<file path="src/rtl/uart_pkg.sv">
`timescale 1ns/1ps
`default_nettype none
// ============================================================================
// Module   : uart_pkg
// Brief    : Shared UART types and constants (frame states, parity modes).
// Revision : 1.0
// ============================================================================
package uart_pkg;

    typedef enum logic [2:0] {
        ST_IDLE   = 3'd0,
        ST_START  = 3'd1,
        ST_DATA   = 3'd2,
        ST_PARITY = 3'd3,
        ST_STOP   = 3'd4,
        ST_BREAK  = 3'd5
    } state_t;

    localparam logic [1:0] PAR_NONE = 2'b00;
    localparam logic [1:0] PAR_EVEN = 2'b01;
    localparam logic [1:0] PAR_ODD  = 2'b10;

    localparam int MIN_DATA_LEN = 5;

endpackage
`default_nettype wire

</file>
<file path="src/rtl/uart_bit_timer.sv">
`timescale 1ns/1ps
`default_nettype none
// ============================================================================
// Module   : uart_bit_timer
// Brief    : Counts oversampling ticks and pulses o_bit_end once per bit time.
// Revision : 1.0
// ============================================================================
module uart_bit_timer #(
    parameter int SAMPLING_TICKS = 16
) (
    input  logic clk,
    input  logic rst,
    input  logic i_clear,
    input  logic i_tick,
    output logic o_bit_end
);

    localparam int CW = (SAMPLING_TICKS > 2) ? $clog2(SAMPLING_TICKS) : 1;

    logic [CW-1:0] r_count;
    logic          w_last;

    assign w_last    = (r_count == CW'(SAMPLING_TICKS - 1));
    assign o_bit_end = i_tick & w_last & ~i_clear;

    always_ff @(posedge clk) begin
        if (rst || i_clear) begin
            r_count <= '0;
        end else if (i_tick) begin
            r_count <= w_last ? '0 : r_count + 1'b1;
        end
    end

endmodule
`default_nettype wire

</file>
<file path="src/rtl/uart_tx_frame.sv">
`timescale 1ns/1ps
`default_nettype none
// ============================================================================
// Module   : uart_tx_frame
// Brief    : Configurable-format UART transmitter with break generation.
// Revision : 1.0
// ============================================================================
module uart_tx_frame
    import uart_pkg::*;
#(
    parameter int WIDTH          = 8,
    parameter int SAMPLING_TICKS = 16
) (
    input  logic                         clk,
    input  logic                         rst,
    input  logic                         i_baud_tick,
    input  logic [WIDTH-1:0]             i_tx_data,
    input  logic                         i_tx_valid,
    output logic                         o_tx_ready,
    input  logic [$clog2(WIDTH+1)-1:0]   i_cfg_data_len,
    input  logic [1:0]                   i_cfg_parity,
    input  logic                         i_cfg_stop2,
    input  logic                         i_break_req,
    output logic                         o_tx,
    output logic                         o_tx_busy,
    output logic                         o_tx_done
);

    localparam int LW = $clog2(WIDTH + 1);

    state_t           r_state,    w_state_n;
    logic [WIDTH-1:0] r_shift,    w_shift_n;
    logic [LW-1:0]    r_len,      w_len_n;
    logic [LW-1:0]    r_bit_cnt,  w_bit_cnt_n;
    logic             r_par_en,   w_par_en_n;
    logic             r_par_bit,  w_par_bit_n;
    logic             r_stop2,    w_stop2_n;
    logic             r_stop_cnt, w_stop_cnt_n;
    logic             r_tx,       w_tx_n;
    logic             r_ready,    w_ready_n;
    logic             r_busy,     w_busy_n;
    logic             r_done,     w_done_n;

    logic [LW-1:0]    w_len_eff;
    logic [WIDTH-1:0] w_mask;
    logic             w_par_data;
    logic             w_bit_end;
    logic             w_timer_clr;

    assign w_timer_clr = (r_state == ST_IDLE) || (r_state == ST_BREAK);

    uart_bit_timer #(
        .SAMPLING_TICKS (SAMPLING_TICKS)
    ) u_bit_timer (
        .clk       (clk),
        .rst       (rst),
        .i_clear   (w_timer_clr),
        .i_tick    (i_baud_tick),
        .o_bit_end (w_bit_end)
    );

    // Out-of-range lengths fall back to the full payload width.
    always_comb begin
        w_len_eff = i_cfg_data_len;
        if (i_cfg_data_len < LW'(MIN_DATA_LEN) || i_cfg_data_len > LW'(WIDTH)) begin
            w_len_eff = LW'(WIDTH);
        end
        for (int i = 0; i < WIDTH; i++) begin
            w_mask[i] = (LW'(i) < w_len_eff);
        end
        w_par_data = ^(i_tx_data & w_mask);
    end

    always_comb begin
        w_state_n    = r_state;
        w_shift_n    = r_shift;
        w_len_n      = r_len;
        w_bit_cnt_n  = r_bit_cnt;
        w_par_en_n   = r_par_en;
        w_par_bit_n  = r_par_bit;
        w_stop2_n    = r_stop2;
        w_stop_cnt_n = r_stop_cnt;
        w_done_n     = 1'b0;

        unique case (r_state)
            ST_IDLE: begin
                if (i_break_req) begin
                    w_state_n = ST_BREAK;
                end else if (i_tx_valid) begin
                    w_state_n    = ST_START;
                    w_shift_n    = i_tx_data;
                    w_len_n      = w_len_eff;
                    w_bit_cnt_n  = '0;
                    w_par_en_n   = (i_cfg_parity == PAR_EVEN) || (i_cfg_parity == PAR_ODD);
                    w_par_bit_n  = (i_cfg_parity == PAR_ODD) ? ~w_par_data : w_par_data;
                    w_stop2_n    = i_cfg_stop2;
                    w_stop_cnt_n = 1'b0;
                end
            end
            ST_START: begin
                if (w_bit_end) w_state_n = ST_DATA;
            end
            ST_DATA: begin
                if (w_bit_end) begin
                    w_shift_n   = r_shift >> 1;
                    w_bit_cnt_n = r_bit_cnt + 1'b1;
                    if (r_bit_cnt == r_len - LW'(1)) begin
                        w_state_n = r_par_en ? ST_PARITY : ST_STOP;
                    end
                end
            end
            ST_PARITY: begin
                if (w_bit_end) w_state_n = ST_STOP;
            end
            ST_STOP: begin
                if (w_bit_end) begin
                    if (r_stop2 && !r_stop_cnt) begin
                        w_stop_cnt_n = 1'b1;
                    end else begin
                        w_state_n = ST_IDLE;
                        w_done_n  = 1'b1;
                    end
                end
            end
            ST_BREAK: begin
                if (!i_break_req) w_state_n = ST_IDLE;
            end
            default: w_state_n = ST_IDLE;
        endcase

        w_ready_n = (w_state_n == ST_IDLE);
        w_busy_n  = (w_state_n != ST_IDLE);
    end

    // The line level follows the state already registered, hence one cycle behind it.
    always_comb begin
        w_tx_n = 1'b1;
        unique case (r_state)
            ST_START:  w_tx_n = 1'b0;
            ST_DATA:   w_tx_n = r_shift[0];
            ST_PARITY: w_tx_n = r_par_bit;
            ST_BREAK:  w_tx_n = 1'b0;
            default:   w_tx_n = 1'b1;
        endcase
    end

    always_ff @(posedge clk) begin
        if (rst) begin
            r_state    <= ST_IDLE;
            r_shift    <= '0;
            r_len      <= '0;
            r_bit_cnt  <= '0;
            r_par_en   <= 1'b0;
            r_par_bit  <= 1'b0;
            r_stop2    <= 1'b0;
            r_stop_cnt <= 1'b0;
            r_tx       <= 1'b1;
            r_ready    <= 1'b1;
            r_busy     <= 1'b0;
            r_done     <= 1'b0;
        end else begin
            r_state    <= w_state_n;
            r_shift    <= w_shift_n;
            r_len      <= w_len_n;
            r_bit_cnt  <= w_bit_cnt_n;
            r_par_en   <= w_par_en_n;
            r_par_bit  <= w_par_bit_n;
            r_stop2    <= w_stop2_n;
            r_stop_cnt <= w_stop_cnt_n;
            r_tx       <= w_tx_n;
            r_ready    <= w_ready_n;
            r_busy     <= w_busy_n;
            r_done     <= w_done_n;
        end
    end

    assign o_tx       = r_tx;
    assign o_tx_ready = r_ready;
    assign o_tx_busy  = r_busy;
    assign o_tx_done  = r_done;

endmodule
`default_nettype wire

</file>
<file path="config.mk">
export PLATFORM = sky130hd
export DESIGN_NAME = uart_tx_frame
export DESIGN_NICKNAME = d
export VERILOG_FILES = /design/src/rtl/uart_pkg.sv /design/src/rtl/uart_bit_timer.sv /design/src/rtl/uart_tx_frame.sv
export SDC_FILE = /design/constraint.sdc
export NUM_CORES = 1
export LEC_CHECK = 0
export ABC_AREA = 0
export CORE_MARGIN = 2
export CORE_UTILIZATION = 45
export CTS_BUF_LIST = sky130_fd_sc_hd__clkbuf_2
export DETAILED_ROUTE_END_ITERATION = 16
export PLACE_DENSITY = 0.68
export RECOVER_POWER = 25
export SYNTH_ARGS = -nofsm -noshare
export SYNTH_HDL_FRONTEND = slang
export SYNTH_HIERARCHICAL = 1
export SYNTH_SLANG_ARGS = --single-unit
</file>
<file path="constraint.sdc">
create_clock -name clk -period 5.2 [get_ports clk]
set_input_delay 1.04 -clock clk [delete_from_list [all_inputs] [get_ports clk]]
set_output_delay 1.04 -clock clk [all_outputs]
set_load 0.005 [all_outputs]
</file>
# After elaboration in Yosys (flattened, before gate mapping)
# Index checks and enable logic that the tools add are counted.
[word_totals]
regBits = 31
output_inout_bits = 4
[op_classes]
addsub = 3
n_lt_le_gt_ge = 10
n_eq_ne = 14
mux = 29
bitwise = 8
n_reduce_logical = 17
[ops]
columns = ["operator", "n"]
rows = [
  ["2-to-1 mux 3 bit", 10],
  ["2-to-1 mux 8 bit", 3],
  ["2-to-1 mux 4 bit", 5],
  ["one-hot mux 3 bit (6 select lines)", 1],
  ["< comparator 3 x 4 -> 1 bit (first input constant)", 4],
  ["one-hot mux 8 bit (2 select lines)", 1],
  ["adder 4 x 1 -> 4 bit (second input constant)", 2],
  ["bitwise AND 8 bit", 1],
  ["< comparator 1 x 4 -> 1 bit (first input constant)", 2],
  ["< comparator 2 x 4 -> 1 bit (first input constant)", 2],
  ["one-hot mux 4 bit (2 select lines)", 1],
  ["parity 8 bit", 1],
  ["== test 3 x 2 -> 1 bit (second input constant)", 2],
  ["== test 3 bit (second input constant)", 2],
  ["logical NOT 3 bit", 2],
  ["2-to-1 mux 1 bit", 6],
  ["!= test 2 bit (second input constant)", 3],
  ["NOT 1 bit", 5],
  ["AND reduction 5 bit", 1],
  ["== test 4 bit", 1],
  ["== test 4 bit (second input constant)", 1],
  ["> comparator 4 bit (second input constant)", 1],
  ["logical OR 1 bit", 4],
  ["< comparator 4 x 3 -> 1 bit (second input constant)", 1],
  ["16 further kinds", 19],
]

# Depth between registers and ports, before layout
# Gate-level depths: netlist of the first run.
[logic_depth]
depth_word = 8
depth_mapped = 10

# Hierarchy
# Netlist of the first run, hierarchy kept.
[modules_own_cells]
columns = ["module", "instances", "cells_each", "area_per_inst_um2", "seq_area_each_um2"]
rows = [
  ["uart_tx_frame", 1, 167, 1485.2, 540.5],
  ["uart_bit_timer", 1, 19, 187.7, 80.1],
]

# Worst setup path after synthesis of the first run
# No wires, ideal clock.
[synth_path]
kind = "in2reg"
from = "in i_baud_tick"
to = "reg r_ready (netlist: o_tx_ready)"
arrival_time_ns = 2.173
required_ns = 5.084
slack_ns = 2.911
stages = 6
n_path_buf = 1
path_cell_list = "nand4_1 -> nor2_1 -> clkbuf_1 -> nand4bb_4 -> o311a_1 -> a31o_2"
[synth_between]
elab_chain_len = 5
[synth_lines]
columns = ["element", "line_no", "text"]
rows = [
  ["start, declared", "uart_tx_frame.sv:16", "input logic i_baud_tick,"],
  ["bitwise AND 1 bit (*) (2 in series)", "uart_bit_timer.sv:24", "assign o_bit_end = i_tick & w_last & ~i_clear;"],
  ["named net w_bit_end", "uart_tx_frame.sv:47", "logic w_bit_end;"],
  ["2-to-1 mux 3 bit (on tied branches)", "-", ""],
  ["one-hot mux 3 bit (6 select lines) (*)", "uart_tx_frame.sv:85", "unique case (r_state)"],
  ["logical NOT 3 bit (*)", "uart_tx_frame.sv:131", "w_ready_n = (w_state_n == ST_IDLE);"],
  ["end signal, assigned", "uart_tx_frame.sv:171", "r_ready <= w_ready_n;"],
  ["end, declared", "uart_tx_frame.sv:40", "logic r_ready, w_ready_n;"],
]
# The timed path passes the listed nets; every way through them passes the cells marked *.
# A chain may end at the register's enable or synchronous reset.

# Final worst setup path of the first run
[layout_path]
from = "in i_baud_tick"
to = "reg r_bit_cnt[3]"
[layout_between]
elab_chain_len = 4
[layout_lines]
columns = ["element", "line_no", "text"]
rows = [
  ["bitwise AND 1 bit (2 in series)", "uart_bit_timer.sv:24", ""],
  ["named net w_bit_end", "uart_tx_frame.sv:47", ""],
  ["!= test 2 x 1 -> 1 bit (no source line)", "-", ""],
  ["AND reduction 4 bit (no source line)", "-", ""],
  ["end signal, assigned", "uart_tx_frame.sv:165", "r_bit_cnt <= w_bit_cnt_n;"],
  ["end, declared", "uart_tx_frame.sv:34", "logic [LW-1:0] r_bit_cnt, w_bit_cnt_n;"],
]
# The timed path passes the listed nets, and every way through them passes these cells.

==> summary.md, run 1 <==
| Metric | Value |
|---|---|
| Commonest non-fill, non-tap cell in the layout | `dfxtp_1` |
| CP cell instances | `clkdlybuf4s50_1 -> nand4_1 -> nor2_1 -> nand4bb_4 -> o21ai_4 -> nand4_1 -> xor2_1 -> nor3_2` |
| Setup TNS | `0 ns` |
| Placeable Area | `approximately 0.0036 mm^2` |
| Worst IR Drop VDD | `approximately 0.00010 V` |
| Top FF cell, synth | `dfxtp_1` |
| Global-route wire length before repair | `~5600 um` |
| Die ar. | `0.00422 mm^2` |
| Cells after Synth | `around 190` |
| Critical path required time | `~5.4 ns` |
| Count of cell types in the netlist | `49` |
| Worst Setup SP | `i_baud_tick` |
| Initial cell density of the core | `between 40% and 50%` |
| Die height | `~65 um` |
| Synth top area cells | `dfxtp_1 37%, nor2_1 5.8%, xnor2_1 5.8%, mux2i_1 5.4%, xor2_1 4.2%` |
| Crit-path max cell delay | `between 0.5 and 0.6 ns` |
| Setup Skew | `roughly 0.0099 ns` |
| Postcts setup bufs | `0` |
| Worst path slowest cell | `clkdlybuf4s50_1` |
| GRT overflow | `0` |
| Final core utilization | `between 50% and 60%` |
| Gr usage total | `between 10% and 20%` |
| Post-CTS Resized | `0` |
| Post-synthesis mux area share | `about 5.4%` |
| Number of global-route vias before repair | `1363` |
| Clk slew on worst S/H paths | `~0.14 ns` |
| Seq cells post-synth | `31` |
| YS warnings | `6` |
| Worst Setup End Kind | `register` |
| Max Clk Rate | `between 300 and 400 MHz` |
| Root Buffer Master | `clkbuf_2` |
| DR pass1 iterations | `4` |
| Hold_buf cts | `0` |
| Worst-Skew Late Latency | `roughly 0.37 ns` |
| Relative slew slack | `27.5%` |
| Area Growth Syn to Fin | `15.8%` |
| Status | `completed` |
| HPWL after DPL | `between 2000 and 2500 um` |
| R2R cell count | `8` |
| Post-route minimum period | `about 2.9 ns` |
| DP Area | `between 0.0015 and 0.002 mm^2` |
| Final wirelength | `approximately 3200 um` |
| Hold Path Class | `register to register` |
| CTS tree | `built` |
| DRT iter0 DRCs | `77` |
| Filler cell count | `approximately 340` |
| Syn_area_per_cell | `roughly 9.0 um^2` |
| Max Cap Viol | `0` |
| Final Cell Area | `~0.0019 mm^2` |
| Crit path buffers/inverters | `1` |
| Post-synth EDFFs | `0` |
| IO Pins | `24` |
| Period utilisation layout | `55.5%` |
| Crit path depth | `8` |
| H-tree depth | `2` |
| Crit-path max FO | `17` |
| Min-delay src | `r_stop2$_SDFFE_PP0P_` |
| Compound-cell area share of the yosys netlist | `about 17%` |
| DRC | `0` |
| Hold Fails Final Rpt | `0` |
| Synth top area share | `about 37%` |
| Critical path startpoint category | `primary input` |
| Post-synthesis xor/xnor area fraction | `under 10%` |
| Site Rows | `22` |
| Number of buffers created by CTS | `5` |
| Crit path top cell by count | `nand4_1` |
| ANT cells | `0` |
| Post-synth top area cell | `dfxtp_1` |
| Layout Nets | `230` |
| Arrival @ worst endpoint | `roughly 3.1 ns` |
| Largest buffer count on any clock path | `2` |
| Initial antenna violation count | `0` |
| Most frequent cells in the layout | `31 x dfxtp_1, 27 x nor2_1, 18 x clkdlybuf4s50_1, 14 x nand2_1, 11 x xnor2_1` |
| Final antenna-violating net count | `0` |
| Sequential element share of the synthesized area | `37.1%` |
| Via density | `5.24` |
| CTS sink count | `31` |
| Fraction of layout cells with a size suffix above 1 | `11.1%` |
| Worst-Margin Slew | `1.08 ns` |
| Die X | `~65 um` |
| Largest net degree at the start of global routing | `28` |
| RSZ-0062 raised after global routing | `no` |
| Per-cell routed wire length | `around 13 um` |
| Power per cell area | `around 250 mW/mm^2` |
| Cell area after synthesis | `~0.0017 mm^2` |
| Slew Limit Fails | `0` |
| Final Setup Violations | `0` |
| Hold Path Depth | `2` |
| Main combinational cell family by area after synthesis | `simple AND/OR/NAND/NOR gates` |
| Async S/R FF share, synth | `0%` |
| Simple-gate share of the synthesized area | `around 22%` |
| Synth Net Count | `210` |
| Vias | `approximately 1300` |
| Leakage | `roughly 0.69 nW` |
| CP top delay family | `simple AND/OR/NAND/NOR gates` |
| GP Congestion | `~0.81` |
| Port buffer count | `23` |
| Adder-Cell Fraction of Synth Area | `under 10%` |
| Setup Crit Path Kind | `primary input to register` |
| R2r startpoint | `r_state[2]$_SDFF_PP0_` |
-- cell families after synthesis --
group | count (synthesis)
AO/OA/AOI/OAI | 38
XOR/XNOR | 19
adder cells (fa/ha/maj) | 4
buffers and inverters | 18
flip-flops | 31
multiplexers | 9
AND/OR/NAND/NOR | 67
-- where the power goes --
group          switching [mW]  internal [mW]
registers              0.0120          0.253
logic                  0.0524         0.0547
clock network          0.0772         0.0367
total                   0.142          0.344
-- worst paths after layout --
path / end / slack [ns]
worst max register to register: r_bit_cnt[3]$_SDFFE_PP0P_ / 2.86
worst min-delay path: r_stop2$_SDFFE_PP0P_ / 0.49
worst max-delay path: r_bit_cnt[3]$_SDFFE_PP0P_ / 2.32
worst min register to register: r_stop2$_SDFFE_PP0P_ / 0.49
-- per-stage QoR --
step	power [mW]	setup slack, ns	instances	hold slack [ns]
after floorplan	0.342	2.91	186	0.433
after global placement	0.374	2.02	247	0.447
after detailed placement	0.379	1.91	247	0.470
after CTS	0.493	2.33	255	0.489
final	0.486	2.32	255	0.486
after global routing	0.519	2.19	255	0.516
-- worst register-to-register path: cells and delay by family (launching register included) --
kind                      cells  cell delay [ns]
DFF                           1             0.56
AOI/OAI and AO/OA             1             0.23
xor gates and xnor gates      2             0.39
and+or+nand+nor               5             1.03
-- cell usage after synthesis, drive strengths merged, types with 4 or more instances --
library cell / number
clkbuf: 4
a211oi: 8
xnor2: 11
nor3: 5
nor2: 27
a21oi: 10
ha: 4
xor2: 8
dfxtp: 31
mux2i: 9
buf: 6
nand4: 4
inv: 8
nand2: 14
-- layer usage --
metal	global-route usage, %	vias to the layer above	wire length [um]
li1	-	687	-
met1	18.5	624	1390
met2	32.2	19	1660
met3	5.73	6	133
met4	7.18	0	56
met5	0	-	0
-- registers in the layout, summed over array words and instances (netlist names) --
name                 cells
o_tx_busy                1
r_par_bit                1
r_par_en                 1
o_tx_ready               1
o_tx_done                1
r_len                    4
r_stop2                  1
o_tx                     1
u_bit_timer/r_count      4
r_state                  3
r_stop_cnt               1
r_shift                  8
r_bit_cnt                4
-- layout make-up --
cell class,instances,area (um^2),share of cell area [%]
multi-input cells,137,956,49.4
flip-flops and latches,31,621,32.0
repair buffers,23,230,11.9
well taps,48,60.1,3.10
clock buffers,7,35.0,1.81
inverters,8,30.0,1.55
clock inverters,1,5.00,0.258
Note: power is estimated with default switching activity, not from simulation.
==> run 2: changes to the inputs <==
- clock period: 5.2 -> 2.8 ns (I/O delays scaled with it)
==> run 2 against run 1 <==
  * Global-route usage hardly changed
  * Wire length is 3.1% higher
  * Sequential share of layout area is 0.73 points lower
  * Setup slack worse by 1.7 ns
  * Final cell count is 1.2% higher
  * Hold slack worse by 0.0055 ns
  * Critical path depth stayed put
  * Non-clock buffer count is 3 higher
  * Die area stayed put
  * Count of clock-buffer cells in the layout is 2 lower
==> summary.md, run 2 (synthesized netlist as in run 1, its figures left out) <==
| Metric | Value |
|---|---|
| Per-cell routed wire length | `13.0 um (+1.9%)` |
| Worst path slowest cell | `clkdlybuf4s50_1` |
| HPWL after DPL | `2560 um (+3.7%)` |
| Hold Path Class | `register to register` |
| CTS sink count | `31 (unchanged)` |
| CP cell instances | `clkdlybuf4s50_1 -> nand4_1 -> nor2_1 -> nand4bb_4 -> o21ai_4 -> nand4_1 -> xor2_1 -> nor3_2` |
| R2r startpoint | `r_state[2]$_SDFF_PP0_` |
| Clk slew on worst S/H paths | `0.17 ns (+0.03 ns)` |
| Gr usage total | `17.7% (+0.041 points)` |
| Area Growth Syn to Fin | `18.5%` |
| Layout Nets | `233 (+1.3%)` |
| Initial cell density of the core | `46.4% (unchanged)` |
| ANT cells | `0 (unchanged)` |
| Worst IR Drop VDD | `0.000367 V (+250%)` |
| Site Rows | `22 (unchanged)` |
| Number of global-route vias before repair | `1356 (-0.51%)` |
| Worst-Skew Late Latency | `0.38 ns (about the same)` |
| Die height | `65.0 um (unchanged)` |
| Setup Crit Path Kind | `primary input to register` |
| DP Worst Slack | `0.296 ns (-1.62 ns)` |
| Power per cell area | `504 mW/mm^2 (+100%)` |
| Period utilisation layout | `76.6%` |
| Commonest non-fill, non-tap cell in the layout | `dfxtp_1` |
| Arrival @ worst endpoint | `2.38 ns (-0.73 ns)` |
| Worst-Margin Slew | `1.08 ns (-0.00339 ns)` |
| Critical path required time | `3.04 ns (-2.39 ns)` |
| Crit-path max FO | `17 (unchanged)` |
| Worst Setup End Kind | `register` |
| Post-route minimum period | `about 2.1 ns` |
| Multi-input gate area | `958 um^2 (+0.26%)` |
| Max Cap Viol | `0 (unchanged)` |
| RSZ-0062 raised after global routing | `no` |
| Status | `completed` |
| Port buffer count | `23 (unchanged)` |
| Worst Setup SP | `i_baud_tick` |
| Relative slew slack | `28.0% (+0.46 points)` |
| Postcts setup bufs | `0 (unchanged)` |
| Setup TNS | `0 ns (unchanged)` |
| Global-route wire length before repair | `5800 um (+2.7%)` |
| CTS tree | `built` |
| Reg with most FFs | `r_shift` |
| Largest net degree at the start of global routing | `24 (-14%)` |
| Fraction of layout cells with a size suffix above 1 | `11.9% (+0.79 points)` |
| Critical path startpoint category | `primary input` |
| Filler cell count | `339 (-1.2%)` |
| Hold_buf cts | `0 (unchanged)` |
| Worst setup margin | `0.654 ns (-1.66 ns)` |
| Die ar. | `0.00422 mm^2 (unchanged)` |
| Most frequent cells in the layout | `31 x dfxtp_1, 26 x nor2_1, 21 x clkdlybuf4s50_1, 14 x nand2_1, 11 x xnor2_1` |
| Final wirelength | `3340 um (+3.1%)` |
| DRC | `0 (unchanged)` |
| Post-CTS Resized | `0 (unchanged)` |
| Initial antenna violation count | `0 (unchanged)` |
| Largest buffer count on any clock path | `2 (unchanged)` |
| Max Clk Rate | `466 MHz` |
| Number of buffers created by CTS | `5 (unchanged)` |
| Placeable Area | `0.00361 mm^2 (unchanged)` |
| Crit-path max cell delay | `0.59 ns (about the same)` |
| Sequential Area | `621 um^2 (unchanged)` |
| Final antenna-violating net count | `0 (unchanged)` |
| Root Buffer Master | `clkbuf_2` |
| DRT iter0 DRCs | `63 (-18%)` |
| Via density | `5.31 (+1.4%)` |
| Final Setup Violations | `0 (unchanged)` |
| DR pass1 iterations | `4 (unchanged)` |
| H-tree depth | `2 (unchanged)` |
| Hold Fails Final Rpt | `0 (unchanged)` |
| IO Pins | `24 (unchanged)` |
| Crit path top cell by count | `nand4_1` |
| Die X | `65.0 um (unchanged)` |
| Max FFs per register | `8 (unchanged)` |
| Slew Limit Fails | `0 (unchanged)` |
| Leakage | `0.706 nW (+2.7%)` |
| Min-delay src | `r_stop2$_SDFFE_PP0P_` |
| Vias | `1371 (+2.6%)` |
| GRT overflow | `0 (unchanged)` |
| GP Congestion | `0.871 (+7.6%)` |
| Setup Skew | `0.0147 ns (+0.00476 ns)` |
==> run 2: routing by layer <==
metal | wire length, um | track usage, %
met5 | 0 | 0
met4 | 61 | 7.18
met3 | 127 | 4.17
met2 | 1760 | 33.5
met1 | 1390 | 18.5
==> run 2: area by class of cell <==
class | count | share of cell area, %
clock buffer | 5 | 1.26
clock inverter | 3 | 1.96
tap | 48 | 3.03
timing repair buffer | 26 | 12.6
inverter | 8 | 1.52
multi-input combinational | 137 | 48.4
sequential | 31 | 31.3
==> run 2: power breakdown <==
group,internal [mW],switching (mW)
combinational,0.105,0.0970
clock,0.147,0.157
sequential,0.469,0.0239
total,0.721,0.278
==> run 2: worst paths after layout <==
kind	end	slack, ns	cells past startpoint
hold / removal	o_tx_done$_SDFF_PP0_	0.48	1
setup reg to reg	r_bit_cnt[3]$_SDFFE_PP0P_	0.69	8
hold reg to reg	o_tx_done$_SDFF_PP0_	0.48	1
setup / recovery	r_bit_cnt[3]$_SDFFE_PP0P_	0.65	8
==> run 2: worst max-delay path: cells and delay by family <==
family / cells / cell delay (ns)
buf+inv: 1 / 0.59
xor+xnor: 1 / 0.18
compound gates: 1 / 0.21
simple gates: 5 / 0.82
==> run 2: metrics by stage <==
stage / power (mW) / hold WS [ns] / instances / cell area [um^2] / util, %
2_1_floorplan: 0.636 / 0.433 / 186 / 1670 / -
3_3_place_gp: 0.697 / 0.447 / 250 / 1920 / 53.3
5_1_grt: 1.05 / 0.512 / 258 / 1980 / 55.0
3_5_place_dp: 0.706 / 0.457 / 250 / 1920 / 53.3
6_report: 0.998 / 0.480 / 258 / 1980 / 55.0
4_1_cts: 1.01 / 0.478 / 258 / 1990 / 55.1
